===== config.mk =====
export PLATFORM = sky130hd
export DESIGN_NAME = axi_ram_bridge_flat
export DESIGN_NICKNAME = d
export VERILOG_FILES = /design/src/rtl/axi_ram_pkg.sv /design/src/rtl/axi_ram_bridge_if.sv /design/src/rtl/axi_ram_addr_gen.sv /design/src/rtl/axi_ram_bridge.sv /design/src/flat_wrapper.sv
export SDC_FILE = /design/constraint.sdc
export NUM_CORES = 1
export LEC_CHECK = 0
export ABC_AREA = 1
export CAP_MARGIN = 20
export CORE_UTILIZATION = 35
export DETAILED_ROUTE_END_ITERATION = 7
export PLACE_DENSITY_LB_ADDON = 0.08
export SLEW_MARGIN = 15
export SYNTH_ARGS = -nofsm -noshare
export SYNTH_HDL_FRONTEND = slang
export SYNTH_SLANG_ARGS = --single-unit

===== constraint.sdc =====
create_clock -name clk -period 1.9 [get_ports clk]
set_input_delay 0.285 -clock clk [delete_from_list [all_inputs] [get_ports clk]]
set_output_delay 0.285 -clock clk [all_outputs]
set_load 0.1 [all_outputs]

===== src/rtl/axi_ram_pkg.sv =====
// Shared types and constants for the AXI-to-RAM bridge.
// Optional build macro used by the bridge: AXI_RAM_BRIDGE_SKID_EN.
package axi_ram_pkg;

   // Bytes carried by every AXI beat; RAM words are this wide
   localparam int BEAT_BYTES = 4;

   // AXI burst encodings; the unused encoding 3 is handled as INCR
   typedef enum logic [1:0] {
      FIXED = 2'd0,
      INCR  = 2'd1,
      WRAP  = 2'd2
   } burst_e;

   // Top-level bridge sequencing
   typedef enum logic [1:0] {
      IDLE  = 2'd0,
      READ  = 2'd1,
      WRITE = 2'd2,
      WRESP = 2'd3
   } bridge_state_e;

   // WRAP is only legal for 2, 4, 8 or 16 beats
   function automatic logic wrap_len_ok(input logic [7:0] len);
      return (len == 8'd1) || (len == 8'd3) || (len == 8'd7) || (len == 8'd15);
   endfunction

endpackage


===== src/rtl/axi_ram_bridge_if.sv =====
// AXI4 slave-side bundle for the RAM bridge: shared AR/AW, W, B and R channels.
interface axi_ram_bridge_if #(
   parameter int ADDR_BITS = 14,
   parameter int ID_BITS   = 1
) ();

   logic                 arw_valid;
   logic                 arw_ready;
   logic [ADDR_BITS-1:0] arw_payload_addr;
   logic [ID_BITS-1:0]   arw_payload_id;
   logic [7:0]           arw_payload_len;
   logic [2:0]           arw_payload_size;
   logic [1:0]           arw_payload_burst;
   logic                 arw_payload_write;

   logic                 w_valid;
   logic                 w_ready;
   logic [31:0]          w_payload_data;
   logic [3:0]           w_payload_strb;
   logic                 w_payload_last;

   logic                 b_valid;
   logic                 b_ready;
   logic [ID_BITS-1:0]   b_payload_id;

   logic                 r_valid;
   logic                 r_ready;
   logic [31:0]          r_payload_data;
   logic [ID_BITS-1:0]   r_payload_id;
   logic                 r_payload_last;

   modport master (
      output arw_valid, arw_payload_addr, arw_payload_id, arw_payload_len,
             arw_payload_size, arw_payload_burst, arw_payload_write,
      input  arw_ready,
      output w_valid, w_payload_data, w_payload_strb, w_payload_last,
      input  w_ready,
      input  b_valid, b_payload_id,
      output b_ready,
      input  r_valid, r_payload_data, r_payload_id, r_payload_last,
      output r_ready
   );

   modport slave (
      input  arw_valid, arw_payload_addr, arw_payload_id, arw_payload_len,
             arw_payload_size, arw_payload_burst, arw_payload_write,
      output arw_ready,
      input  w_valid, w_payload_data, w_payload_strb, w_payload_last,
      output w_ready,
      output b_valid, b_payload_id,
      input  b_ready,
      output r_valid, r_payload_data, r_payload_id, r_payload_last,
      input  r_ready
   );

endinterface


===== src/rtl/axi_ram_addr_gen.sv =====
// Next RAM word address for FIXED / INCR / WRAP bursts.
module axi_ram_addr_gen
   import axi_ram_pkg::*;
#(
   parameter int AW = 12
) (
   input  logic [AW-1:0] addr,
   input  logic [7:0]    len,
   input  logic [1:0]    burst,
   output logic [AW-1:0] next_addr
);

   logic [AW-1:0] wrap_mask;
   logic [AW-1:0] addr_inc;

   // FIXED holds, WRAP rolls only the low log2(len+1) bits, everything else counts up
   always_comb begin
      wrap_mask      = '0;
      wrap_mask[3:0] = len[3:0];
      addr_inc       = addr + AW'(1);
      next_addr      = addr_inc;
      if (burst == FIXED) begin
         next_addr = addr;
      end else if (burst == WRAP && wrap_len_ok(len)) begin
         next_addr = (addr & ~wrap_mask) | (addr_inc & wrap_mask);
      end
   end

endmodule


===== src/rtl/axi_ram_bridge.sv =====
// AXI4 slave front-end for the single-port 32-bit on-chip RAM.
// Expands bursts into per-word RAM accesses and always answers OKAY.
// Build option AXI_RAM_BRIDGE_SKID_EN: adds a 2-entry registered R buffer so
// that ram_en no longer depends combinationally on r_ready.
module axi_ram_bridge
   import axi_ram_pkg::*;
#(
   parameter int ADDR_BITS = 14,
   parameter int ID_BITS   = 1
) (
   input  logic                 clk,
   input  logic                 reset,
   axi_ram_bridge_if.slave      axi,
   output logic                 ram_en,
   output logic                 ram_wr,
   output logic [ADDR_BITS-3:0] ram_addr,
   output logic [3:0]           ram_mask,
   output logic [31:0]          ram_wrData,
   input  logic [31:0]          ram_rdData
);

   localparam int AW = ADDR_BITS - 2;

   bridge_state_e       state;
   logic [AW-1:0]       addr_q;
   logic [ID_BITS-1:0]  id_q;
   logic [7:0]          len_q;
   logic [1:0]          burst_q;
   logic [7:0]          beat_cnt;
   logic                issue_done;
   logic                arw_ready_q;
   logic                w_ready_q;
   logic                b_valid_q;

   logic                idle;
   logic                arw_fire;
   logic                w_fire;
   logic                r_fire;
   logic                rd_issue;
   logic                r_room;
   logic                is_last;
   logic [AW-1:0]       cur_addr;
   logic [7:0]          cur_len;
   logic [1:0]          cur_burst;
   logic [7:0]          cur_idx;
   logic [AW-1:0]       next_addr;

   logic                r_valid;
   logic                r_last;
   logic [31:0]         r_data;

   logic                unused_bits;

   assign unused_bits = ^{axi.arw_payload_size, axi.arw_payload_addr[1:0], axi.w_payload_last};

   // In IDLE the first read beat is issued straight from the address payload
   always_comb begin
      idle      = (state == IDLE);
      arw_fire  = axi.arw_valid & arw_ready_q;
      cur_addr  = idle ? axi.arw_payload_addr[ADDR_BITS-1:$clog2(BEAT_BYTES)] : addr_q;
      cur_len   = idle ? axi.arw_payload_len : len_q;
      cur_burst = idle ? axi.arw_payload_burst : burst_q;
      cur_idx   = idle ? 8'd0 : beat_cnt;
      is_last   = (cur_idx == cur_len);
      w_fire    = (state == WRITE) & w_ready_q & axi.w_valid;
      r_fire    = r_valid & axi.r_ready;
      rd_issue  = (idle & arw_fire & ~axi.arw_payload_write)
                | ((state == READ) & ~issue_done & r_room);
   end

   axi_ram_addr_gen #(.AW(AW)) u_addr_gen (
      .addr      (cur_addr),
      .len       (cur_len),
      .burst     (cur_burst),
      .next_addr (next_addr)
   );

   assign ram_en     = rd_issue | w_fire;
   assign ram_wr     = w_fire;
   assign ram_addr   = cur_addr;
   assign ram_mask   = w_fire ? axi.w_payload_strb : 4'hF;
   assign ram_wrData = axi.w_payload_data;

   assign axi.arw_ready      = arw_ready_q;
   assign axi.w_ready        = w_ready_q;
   assign axi.b_valid        = b_valid_q;
   assign axi.b_payload_id   = id_q;
   assign axi.r_valid        = r_valid;
   assign axi.r_payload_data = r_data;
   assign axi.r_payload_id   = id_q;
   assign axi.r_payload_last = r_last;

   // Burst sequencing: address latch, beat counting and the handshake flags
   always_ff @(posedge clk) begin
      if (reset) begin
         state       <= IDLE;
         arw_ready_q <= 1'b0;
         w_ready_q   <= 1'b0;
         b_valid_q   <= 1'b0;
         addr_q      <= '0;
         id_q        <= '0;
         len_q       <= '0;
         burst_q     <= '0;
         beat_cnt    <= '0;
         issue_done  <= 1'b0;
      end else begin
         unique case (state)
            IDLE: begin
               arw_ready_q <= 1'b1;
               if (arw_fire) begin
                  arw_ready_q <= 1'b0;
                  id_q        <= axi.arw_payload_id;
                  len_q       <= axi.arw_payload_len;
                  burst_q     <= axi.arw_payload_burst;
                  if (axi.arw_payload_write) begin
                     state     <= WRITE;
                     w_ready_q <= 1'b1;
                     addr_q    <= cur_addr;
                     beat_cnt  <= '0;
                  end else begin
                     state      <= READ;
                     addr_q     <= next_addr;
                     beat_cnt   <= 8'd1;
                     issue_done <= is_last;
                  end
               end
            end
            READ: begin
               if (rd_issue) begin
                  addr_q     <= next_addr;
                  beat_cnt   <= beat_cnt + 8'd1;
                  issue_done <= is_last;
               end
               if (r_fire && r_last) begin
                  state       <= IDLE;
                  arw_ready_q <= 1'b1;
               end
            end
            WRITE: begin
               if (w_fire) begin
                  addr_q   <= next_addr;
                  beat_cnt <= beat_cnt + 8'd1;
                  if (is_last) begin
                     state     <= WRESP;
                     w_ready_q <= 1'b0;
                     b_valid_q <= 1'b1;
                  end
               end
            end
            WRESP: begin
               if (axi.b_ready) begin
                  b_valid_q   <= 1'b0;
                  state       <= IDLE;
                  arw_ready_q <= 1'b1;
               end
            end
            default: state <= IDLE;
         endcase
      end
   end

`ifdef AXI_RAM_BRIDGE_SKID_EN
   logic        pend;
   logic        pend_last;
   logic        capture;
   logic [31:0] buf_data [2];
   logic [1:0]  buf_last;
   logic        wr_ptr;
   logic        rd_ptr;
   logic [1:0]  occ;

   // The RAM output holds an uncaptured beat until a buffer slot is free, so
   // issue only needs registered occupancy and never looks at r_ready
   assign capture = pend & (occ != 2'd2);
   assign r_room  = ~pend | capture;
   assign r_valid = (occ != 2'd0);
   assign r_data  = buf_data[rd_ptr];
   assign r_last  = buf_last[rd_ptr];

   // Buffer bookkeeping: pending RAM beat, pointers and occupancy
   always_ff @(posedge clk) begin
      if (reset) begin
         pend      <= 1'b0;
         pend_last <= 1'b0;
         buf_last  <= '0;
         wr_ptr    <= 1'b0;
         rd_ptr    <= 1'b0;
         occ       <= '0;
      end else begin
         if (rd_issue) begin
            pend      <= 1'b1;
            pend_last <= is_last;
         end else if (capture) begin
            pend <= 1'b0;
         end
         if (capture) begin
            buf_last[wr_ptr] <= pend_last;
            wr_ptr           <= ~wr_ptr;
         end
         if (r_fire) begin
            rd_ptr <= ~rd_ptr;
         end
         occ <= occ + {1'b0, capture} - {1'b0, r_fire};
      end
   end

   // Buffer storage needs no reset; occupancy guards every read
   always_ff @(posedge clk) begin
      if (capture) begin
         buf_data[wr_ptr] <= ram_rdData;
      end
   end
`else
   logic r_valid_q;
   logic r_last_q;

   assign r_room  = ~r_valid_q | axi.r_ready;
   assign r_valid = r_valid_q;
   assign r_last  = r_last_q;
   assign r_data  = ram_rdData;

   // Direct R path: valid follows an issue by one cycle, RAM output is the data
   always_ff @(posedge clk) begin
      if (reset) begin
         r_valid_q <= 1'b0;
         r_last_q  <= 1'b0;
      end else if (rd_issue) begin
         r_valid_q <= 1'b1;
         r_last_q  <= is_last;
      end else if (r_fire) begin
         r_valid_q <= 1'b0;
      end
   end
`endif

endmodule

===== src/flat_wrapper.sv =====
// flat-port wrapper written by rule: the top's interface ports become plain ports
module axi_ram_bridge_flat import axi_ram_pkg::*;
#(
   parameter int ADDR_BITS = 14,
   parameter int ID_BITS   = 1
)
  (clk, reset, ram_en, ram_wr, ram_addr, ram_mask, ram_wrData, ram_rdData, axi_arw_valid, axi_arw_payload_addr, axi_arw_payload_id, axi_arw_payload_len, axi_arw_payload_size, axi_arw_payload_burst, axi_arw_payload_write, axi_arw_ready, axi_w_valid, axi_w_payload_data, axi_w_payload_strb, axi_w_payload_last, axi_w_ready, axi_b_valid, axi_b_payload_id, axi_b_ready, axi_r_valid, axi_r_payload_data, axi_r_payload_id, axi_r_payload_last, axi_r_ready);
  axi_ram_bridge_if #(.ADDR_BITS(ADDR_BITS), .ID_BITS(ID_BITS)) axi_i ();
  input  logic clk;
  input  logic reset;
  output logic ram_en;
  output logic ram_wr;
  output logic [ADDR_BITS-3:0] ram_addr;
  output logic [3:0] ram_mask;
  output logic [31:0] ram_wrData;
  input  logic [31:0] ram_rdData;
  input wire logic [$bits(axi_i.arw_valid)-1:0] axi_arw_valid;
  input wire logic [$bits(axi_i.arw_payload_addr)-1:0] axi_arw_payload_addr;
  input wire logic [$bits(axi_i.arw_payload_id)-1:0] axi_arw_payload_id;
  input wire logic [$bits(axi_i.arw_payload_len)-1:0] axi_arw_payload_len;
  input wire logic [$bits(axi_i.arw_payload_size)-1:0] axi_arw_payload_size;
  input wire logic [$bits(axi_i.arw_payload_burst)-1:0] axi_arw_payload_burst;
  input wire logic [$bits(axi_i.arw_payload_write)-1:0] axi_arw_payload_write;
  output wire logic [$bits(axi_i.arw_ready)-1:0] axi_arw_ready;
  input wire logic [$bits(axi_i.w_valid)-1:0] axi_w_valid;
  input wire logic [$bits(axi_i.w_payload_data)-1:0] axi_w_payload_data;
  input wire logic [$bits(axi_i.w_payload_strb)-1:0] axi_w_payload_strb;
  input wire logic [$bits(axi_i.w_payload_last)-1:0] axi_w_payload_last;
  output wire logic [$bits(axi_i.w_ready)-1:0] axi_w_ready;
  output wire logic [$bits(axi_i.b_valid)-1:0] axi_b_valid;
  output wire logic [$bits(axi_i.b_payload_id)-1:0] axi_b_payload_id;
  input wire logic [$bits(axi_i.b_ready)-1:0] axi_b_ready;
  output wire logic [$bits(axi_i.r_valid)-1:0] axi_r_valid;
  output wire logic [$bits(axi_i.r_payload_data)-1:0] axi_r_payload_data;
  output wire logic [$bits(axi_i.r_payload_id)-1:0] axi_r_payload_id;
  output wire logic [$bits(axi_i.r_payload_last)-1:0] axi_r_payload_last;
  input wire logic [$bits(axi_i.r_ready)-1:0] axi_r_ready;
  assign axi_i.arw_valid = axi_arw_valid;
  assign axi_i.arw_payload_addr = axi_arw_payload_addr;
  assign axi_i.arw_payload_id = axi_arw_payload_id;
  assign axi_i.arw_payload_len = axi_arw_payload_len;
  assign axi_i.arw_payload_size = axi_arw_payload_size;
  assign axi_i.arw_payload_burst = axi_arw_payload_burst;
  assign axi_i.arw_payload_write = axi_arw_payload_write;
  assign axi_arw_ready = axi_i.arw_ready;
  assign axi_i.w_valid = axi_w_valid;
  assign axi_i.w_payload_data = axi_w_payload_data;
  assign axi_i.w_payload_strb = axi_w_payload_strb;
  assign axi_i.w_payload_last = axi_w_payload_last;
  assign axi_w_ready = axi_i.w_ready;
  assign axi_b_valid = axi_i.b_valid;
  assign axi_b_payload_id = axi_i.b_payload_id;
  assign axi_i.b_ready = axi_b_ready;
  assign axi_r_valid = axi_i.r_valid;
  assign axi_r_payload_data = axi_i.r_payload_data;
  assign axi_r_payload_id = axi_i.r_payload_id;
  assign axi_r_payload_last = axi_i.r_payload_last;
  assign axi_i.r_ready = axi_r_ready;
  axi_ram_bridge #(.ADDR_BITS(ADDR_BITS), .ID_BITS(ID_BITS)) u_core (.clk(clk), .reset(reset), .axi(axi_i), .ram_en(ram_en), .ram_wr(ram_wr), .ram_addr(ram_addr), .ram_mask(ram_mask), .ram_wrData(ram_wrData), .ram_rdData(ram_rdData));
endmodule

==> impl_metrics.ini, run 1 <==
[route]
via_per_inst = 4.69
dr.pass1.iters = 7
drt-total-wl_microns = 9230
via_count = 3191
routedWlPerCell_microns = 13.6
antenna_left = 0
drc = 36
drt-initial-drc-count = 140

[yosys]
synth-edff-count = 0
avgSynthCellArea_sq_um = 6.61
ys_seq_area_share_pct = 24.4
ys_ff_latch = 39
async_flop_share_pct = 0
ys_warn_count = 0
syn_nets = 594
syn_area_sq_um = 3200
synthCells = 484
synth-main-ff-cell = dfxtp_1
ys_types = 38

[worst_setup_path]
critical_path.slowest_cell = dfxtp_2
startpoint_type = flop
reg2reg_from = u_core.state[0]
required_ns = 1.62
cp-startpoint = u_core.state[0]
crit_path_end_kind = output pin
crit_type = reg -> out
critPathMaxStageDelay_ns = 0.34
crit_fanout = 7
crit_chain = inv_2, ha_4, buf_8, buf_4, buf_6, buf_4, o21ai_4, inv_2, buf_12
arrival_ns = 1.80

[clocking]
cts_root_buf = clkbuf_8
cts_tree = built
cts_made_buffers = 5
path_clk_slew_ns = 0.08
cts_hold_buf = 0
clock_latency_ns = 0.29
htreeDepth = 2
clock-sinks = 39
cts.path.max_buffers = 2

[place]
post-place-ws_ns = -0.149
place_area_sq_um = 4190
hpwlAfterDp_microns = 6680
io_buffers = 58
place.gp.congestion = 0.838

[status]
violations = DRC, setup timing
status = complete, but fails checks

[sta]
post-route-min-period_ns = 2.08
fin_hold_ws_ns = 0.469
tns_ns = -2.68
slew_viol_final = 0
fin_ws_ns = -0.182
worstMarginPinSlew_ns = 0.318
max-slew-margin-rel_pct = 78.8
setup_viol = 34
rsz0062_at_grt = true
fin_crit_sh_pct = 110
finClkSkew_ns = 0.00705
final-hold-violation-count = 0
fmax_ghz = 0.480

[global_route]
grt-ovfl-total = 0
grt_pass1_wl_microns = 14400
grt_max_degree = 15
grt_pass1_vias = 2936
grt_usage_pct = 18.5
grt_antenna_before_repair = 0

[cells_and_area]
diodes = 0
nNetsFinal = 681
multi_input_area_sq_um = 1970
final_util_pct = 56.0
area_growth_pct = 54.2
stdcell_area_sq_um = 4930
n_fill_cell = 859
layout-drive-gt1-share_pct = 41.1
ff_latch_area_sq_um = 787

[power_and_ir_drop]
power.internal_mw = 5.08
swShare_pct = 49.5
ir_drop_v = 0.00111
p_per_area_nw_per_um2 = 2040
combPwrFrac_pct = 80.1
p_leak_nw = 2.22
p_seq_share_pct = 12.5
p_sw_mw = 4.98
clkPwrFrac_pct = 7.4

[die]
initial_core_util_pct = 36.3
fp.coreArea_sq_um = 8810
fp-row-count = 34
io_pins = 193
die-area_sq_um = 9530
die_w_microns = 97.6
die_h_microns = 97.6

[worst_hold_path]
worstHoldPathType = reg -> reg
hp-start = u_core.axi.b_valid

[job]
max_cap_violations = 0
layout make-up:
| cell class | instances | share of cell area, % |
|---|---|---|
| repair buffers | 159 | 33.6 |
| clock buffers | 6 | 1.67 |
| multi-input cells | 303 | 39.9 |
| flip-flops and latches | 39 | 15.9 |
| repair inverters | 1 | 0.127 |
| well taps | 108 | 2.74 |
| clock inverters | 2 | 0.710 |
| inverters | 62 | 5.27 |
path summary, 6_finish.rpt:
path                   endpoint  slack, ns  cells past startpoint
max reg2reg   u_core.addr_q[10]      -0.15                     15
min reg2reg  u_core.axi.b_valid       0.47                      2
max                ram_addr[11]      -0.18                      9
min          u_core.axi.b_valid       0.47                      2
cell usage in the layout, fill, tap and decap left out, types with 3 or more instances in the layout:
cell type        Yosys  layout
a21oi_1             35      32
buf_12               0      20
buf_4               67      78
buf_6                8      23
buf_8                0       4
clkbuf_8             0       6
clkdlybuf4s50_1      0      33
dfxtp_1             39      34
dfxtp_2              0       5
ha_4                 0       4
inv_1               56      49
inv_2                3       7
nand2_1            117      93
nand2_2              6      20
nand2_4              2      10
nand3_1             25      21
nand3_2              3       4
nand3_4              1       4
nand4_1             10      10
nor2_1              24      19
nor2_2               4       6
nor2_4               3       6
nor3_2               3       3
nor3_4               1       3
o21ai_0             27      18
o21ai_1              8      12
o21ai_4              0       6
or2_4                0       5
xor2_1               8       8
power by group through the flow:
stage               Clock [mW]  Sequential [mW]  Combinational (mW)
global route             0.802             1.28                8.62
finish                   0.742             1.25                8.06
floorplan                    0             1.49                4.69
CTS                      0.770             1.24                7.33
detailed placement           0             1.24                6.63
global placement             0             1.24                6.60
synthesized netlist by cell type (2+ instances only):
cell	number	share of area, %
xor2_1	8	2.2
dfxtp_1	39	24
nand2_4	2	0.70
nor2_2	4	0.78
buf_6	8	2.8
nor2_4	3	1.1
clkbuf_1	5	0.59
nor3_2	3	0.94
nor3_1	3	0.47
nand4_1	10	2.0
nor2_1	24	2.8
o21ai_0	27	4.2
buf_4	67	16
nand2_1	117	14
ha_1	6	2.3
o21a_1	2	0.47
nand3_2	3	0.94
or2_2	4	0.78
inv_1	56	6.6
o21ai_1	8	1.3
nand3_1	25	3.9
a21oi_1	35	5.5
o21ai_2	3	0.82
inv_2	3	0.35
nand2_2	6	1.2
through the flow:
| stage | total power [mW] | std cells |
|---|---|---|
| 2_1_floorplan | 6.18 | 484 |
| 3_3_place_gp | 7.84 | 642 |
| 3_5_place_dp | 7.88 | 642 |
| 4_1_cts | 9.34 | 669 |
| 5_1_grt | 10.7 | 680 |
| 6_report | 10.1 | 680 |
repair_timing:
action | 4_1_cts | 5_1_grt
pin swaps | 23 | 26
cloned | 1 | 1
gates resized for setup | 47 | 61
buffers inserted | 20 | 15
endpoints found under the setup margin | 42 | 45
registers in the layout, summed over array words and instances, names as in the netlist:
| register | count |
|---|---|
| u_core.addr_q | 12 |
| u_core.axi.arw_ready | 1 |
| u_core.axi.b_payload_id | 1 |
| u_core.axi.b_valid | 1 |
| u_core.axi.r_payload_last | 1 |
| u_core.axi.r_valid | 1 |
| u_core.axi.w_ready | 1 |
| u_core.beat_cnt | 8 |
| u_core.burst_q | 2 |
| u_core.issue_done | 1 |
| u_core.len_q | 8 |
| u_core.state | 2 |
routing by layer:
metal | track usage, % | share of wire [%]
met3 | 2.81 | 5.6
met1 | 26.2 | 46
met5 | 0 | 0
met4 | 5.01 | 0.94
met2 | 29.1 | 47
critical path, delay by kind of cell (launching register included):
kind / cells / cell delay, ns
AOI/OAI and AO/OA: 1 / 0.13
DFF: 1 / 0.34
adders and majority gates: 1 / 0.21
buffers and inverters: 7 / 0.81
logic make-up after synthesis:
| kind of cell | share of synthesized area (%) |
|---|---|
| buffers and inverters | 26.7 |
| AND/OR/NAND/NOR | 31.2 |
| adder cells (fa/ha/maj) | 2.35 |
| AO/OA/AOI/OAI | 13.2 |
| XOR/XNOR | 2.19 |
| flip-flops | 24.4 |
(Power assumes the default switching activity.)
==> run 2, diff against run 1 <==
GPL_TIMING_DRIVEN = 0   (was default)
==> run 2 against run 1 <==
The run still ends with DRC, setup timing left. Maximum frequency is 1.7% lower. Sequential power hardly changed. Critical path depth unchanged. Power is 4.0% higher. First-iteration DRC count grew 77%. Sequential cell count stayed put. Clock skew about the same. Sequential share of layout area fell by 2.3 points. Combinational power rose by 6.0%. Clock-buffer cell count grew 2.
==> impl_metrics.ini, run 2 (synthesis gave the netlist of run 1 again) <==
[die]
io_pins = 193
die-area_sq_um = 9530
fp-row-count = 34
fp.coreArea_sq_um = 8810
initial_core_util_pct = 36.3
die_h_microns = 97.6
die_w_microns = 97.6

[cells_and_area]
multi_input_area_sq_um = 1970
largest_register = u_core.addr_q
final_util_pct = 65.5
ff_latch_area_sq_um = 790
diodes = 0
layout_common_cells = 111 x buf_4, 97 x clkdlybuf4s50_1, 87 x nand2_1, 48 x inv_1, 34 x dfxtp_1
layout-drive-gt1-share_pct = 39.2
n_fill_cell = 747
nNetsFinal = 777
reg_top3 = u_core.addr_q: 12 flops, u_core.beat_cnt: 8 flops, u_core.len_q: 8 flops
final_common_cell = buf_4
largest_reg_flops = 12
area_growth_pct = 80.4

[clocking]
cts_made_buffers = 5
path_clk_slew_ns = 0.08
clock-sinks = 39
cts_root_buf = clkbuf_8
cts.path.max_buffers = 2
clock_latency_ns = 0.30
cts_tree = built
htreeDepth = 2

[sta]
fin_ws_ns = -0.218
fmax_ghz = 0.472
tns_ns = -2.07
worstMarginPinSlew_ns = 0.995
final-hold-violation-count = 0
finClkSkew_ns = 0.00734
rsz0062_at_grt = true
fin_crit_sh_pct = 111
slew_viol_final = 0
post-route-min-period_ns = 2.12
setup_viol = 24
max-slew-margin-rel_pct = 33.4

[worst_setup_path]
crit_path_end_kind = output pin
critPathMaxStageDelay_ns = 0.36
crit_fanout = 7
required_ns = 1.62
arrival_ns = 1.83
startpoint_type = flop
crit_chain = inv_4, ha_4, inv_12, buf_12, buf_8, or2_1, o21ai_2, inv_2, buf_12
path_common_cell = buf_12
critical_path.slowest_cell = dfxtp_4
crit_type = reg -> out

[route]
routedWlPerCell_microns = 13.7
drc = 36
via_per_inst = 4.85
dr.pass1.iters = 7
drt-initial-drc-count = 248
antenna_left = 0
drt-total-wl_microns = 10700
via_count = 3762

[power_and_ir_drop]
p_per_area_nw_per_um2 = 1810
ir_drop_v = 0.000802
p_leak_nw = 2.59

[global_route]
grt_antenna_before_repair = 0
grt_pass1_vias = 3425
grt_pass1_wl_microns = 16100
grt_usage_pct = 20.9
grt-ovfl-total = 0
grt_max_degree = 12

[place]
hpwlAfterDp_microns = 7270
io_buffers = 122
place.gp.congestion = 0.905

[status]
violations = DRC, setup timing
status = complete, but fails checks

[job]
max_cap_violations = 0

[worst_hold_path]
worstHoldPathType = reg -> reg
==> run 2: area by class of cell <==
class,instances,share of cell area (%)
buffer,79,11.2
clock buffer,8,1.73
inverter,62,4.73
multi-input combinational,303,34.1
sequential,39,13.7
tap,108,2.34
timing repair buffer,177,32.2
==> run 2: worst max-delay path, delay by kind of cell, from the launching register on <==
family                   cells  cell delay [ns]
adder cells (fa/ha/maj)      1             0.26
AND/OR/NAND/NOR              1             0.22
buffers and inverters        6             0.60
flip-flops                   1             0.36
AO/OA/AOI/OAI                1             0.08
==> run 2: what timing repair did <==
| action | CTS | global route |
|---|---|---|
| gates resized for setup | 184 | 87 |
| hold buffers | 0 | 0 |
| buffers inserted | 29 | 24 |
| endpoints found under the setup margin | 48 | 48 |
| pin swaps | 25 | 30 |
| gates cloned | 1 | 2 |
==> run 2: report_power, final <==
part	internal, mW	switching [mW]	total, mW	leakage (nW)
Sequential	1.08	0.184	1.27	0.322
Clock	0.332	0.313	0.645	0.0515
Combinational	3.38	5.16	8.54	2.22
Total	4.79	5.66	10.4	2.59
==> run 2: metrics by stage <==
stage	total power [mW]	cell area [sq um]	hold slack (ns)	cells	setup WS [ns]
after floorplan	6.18	3360	0.420	484	-0.391
after global placement	7.38	4710	0.457	714	-0.896
after detailed placement	7.46	4710	0.453	714	-0.906
after CTS	9.29	5290	0.469	752	-0.183
after global routing	11.0	5770	0.493	776	-0.316
final	10.4	5770	0.464	776	-0.218
==> run 2: per-layer routing <==
layer	vias to the layer above	share of wire (%)	global-route usage, %
li1	1840	-	-
met1	1713	40	25.0
met2	195	50	37.2
met3	14	8.2	4.46
met4	0	1.7	6.29
met5	-	0	0
==> run 2: worst paths after layout <==
| check | cells after the start | from | slack (ns) | to |
|---|---|---|---|---|
| max | 9 | u_core.state[1] | -0.22 | ram_addr[11] |
| min | 2 | u_core.axi.b_valid | 0.46 | u_core.axi.b_valid |
| max reg2reg | 12 | u_core.state[1] | -0.17 | u_core.addr_q[10] |
| min reg2reg | 2 | u_core.axi.b_valid | 0.46 | u_core.axi.b_valid |
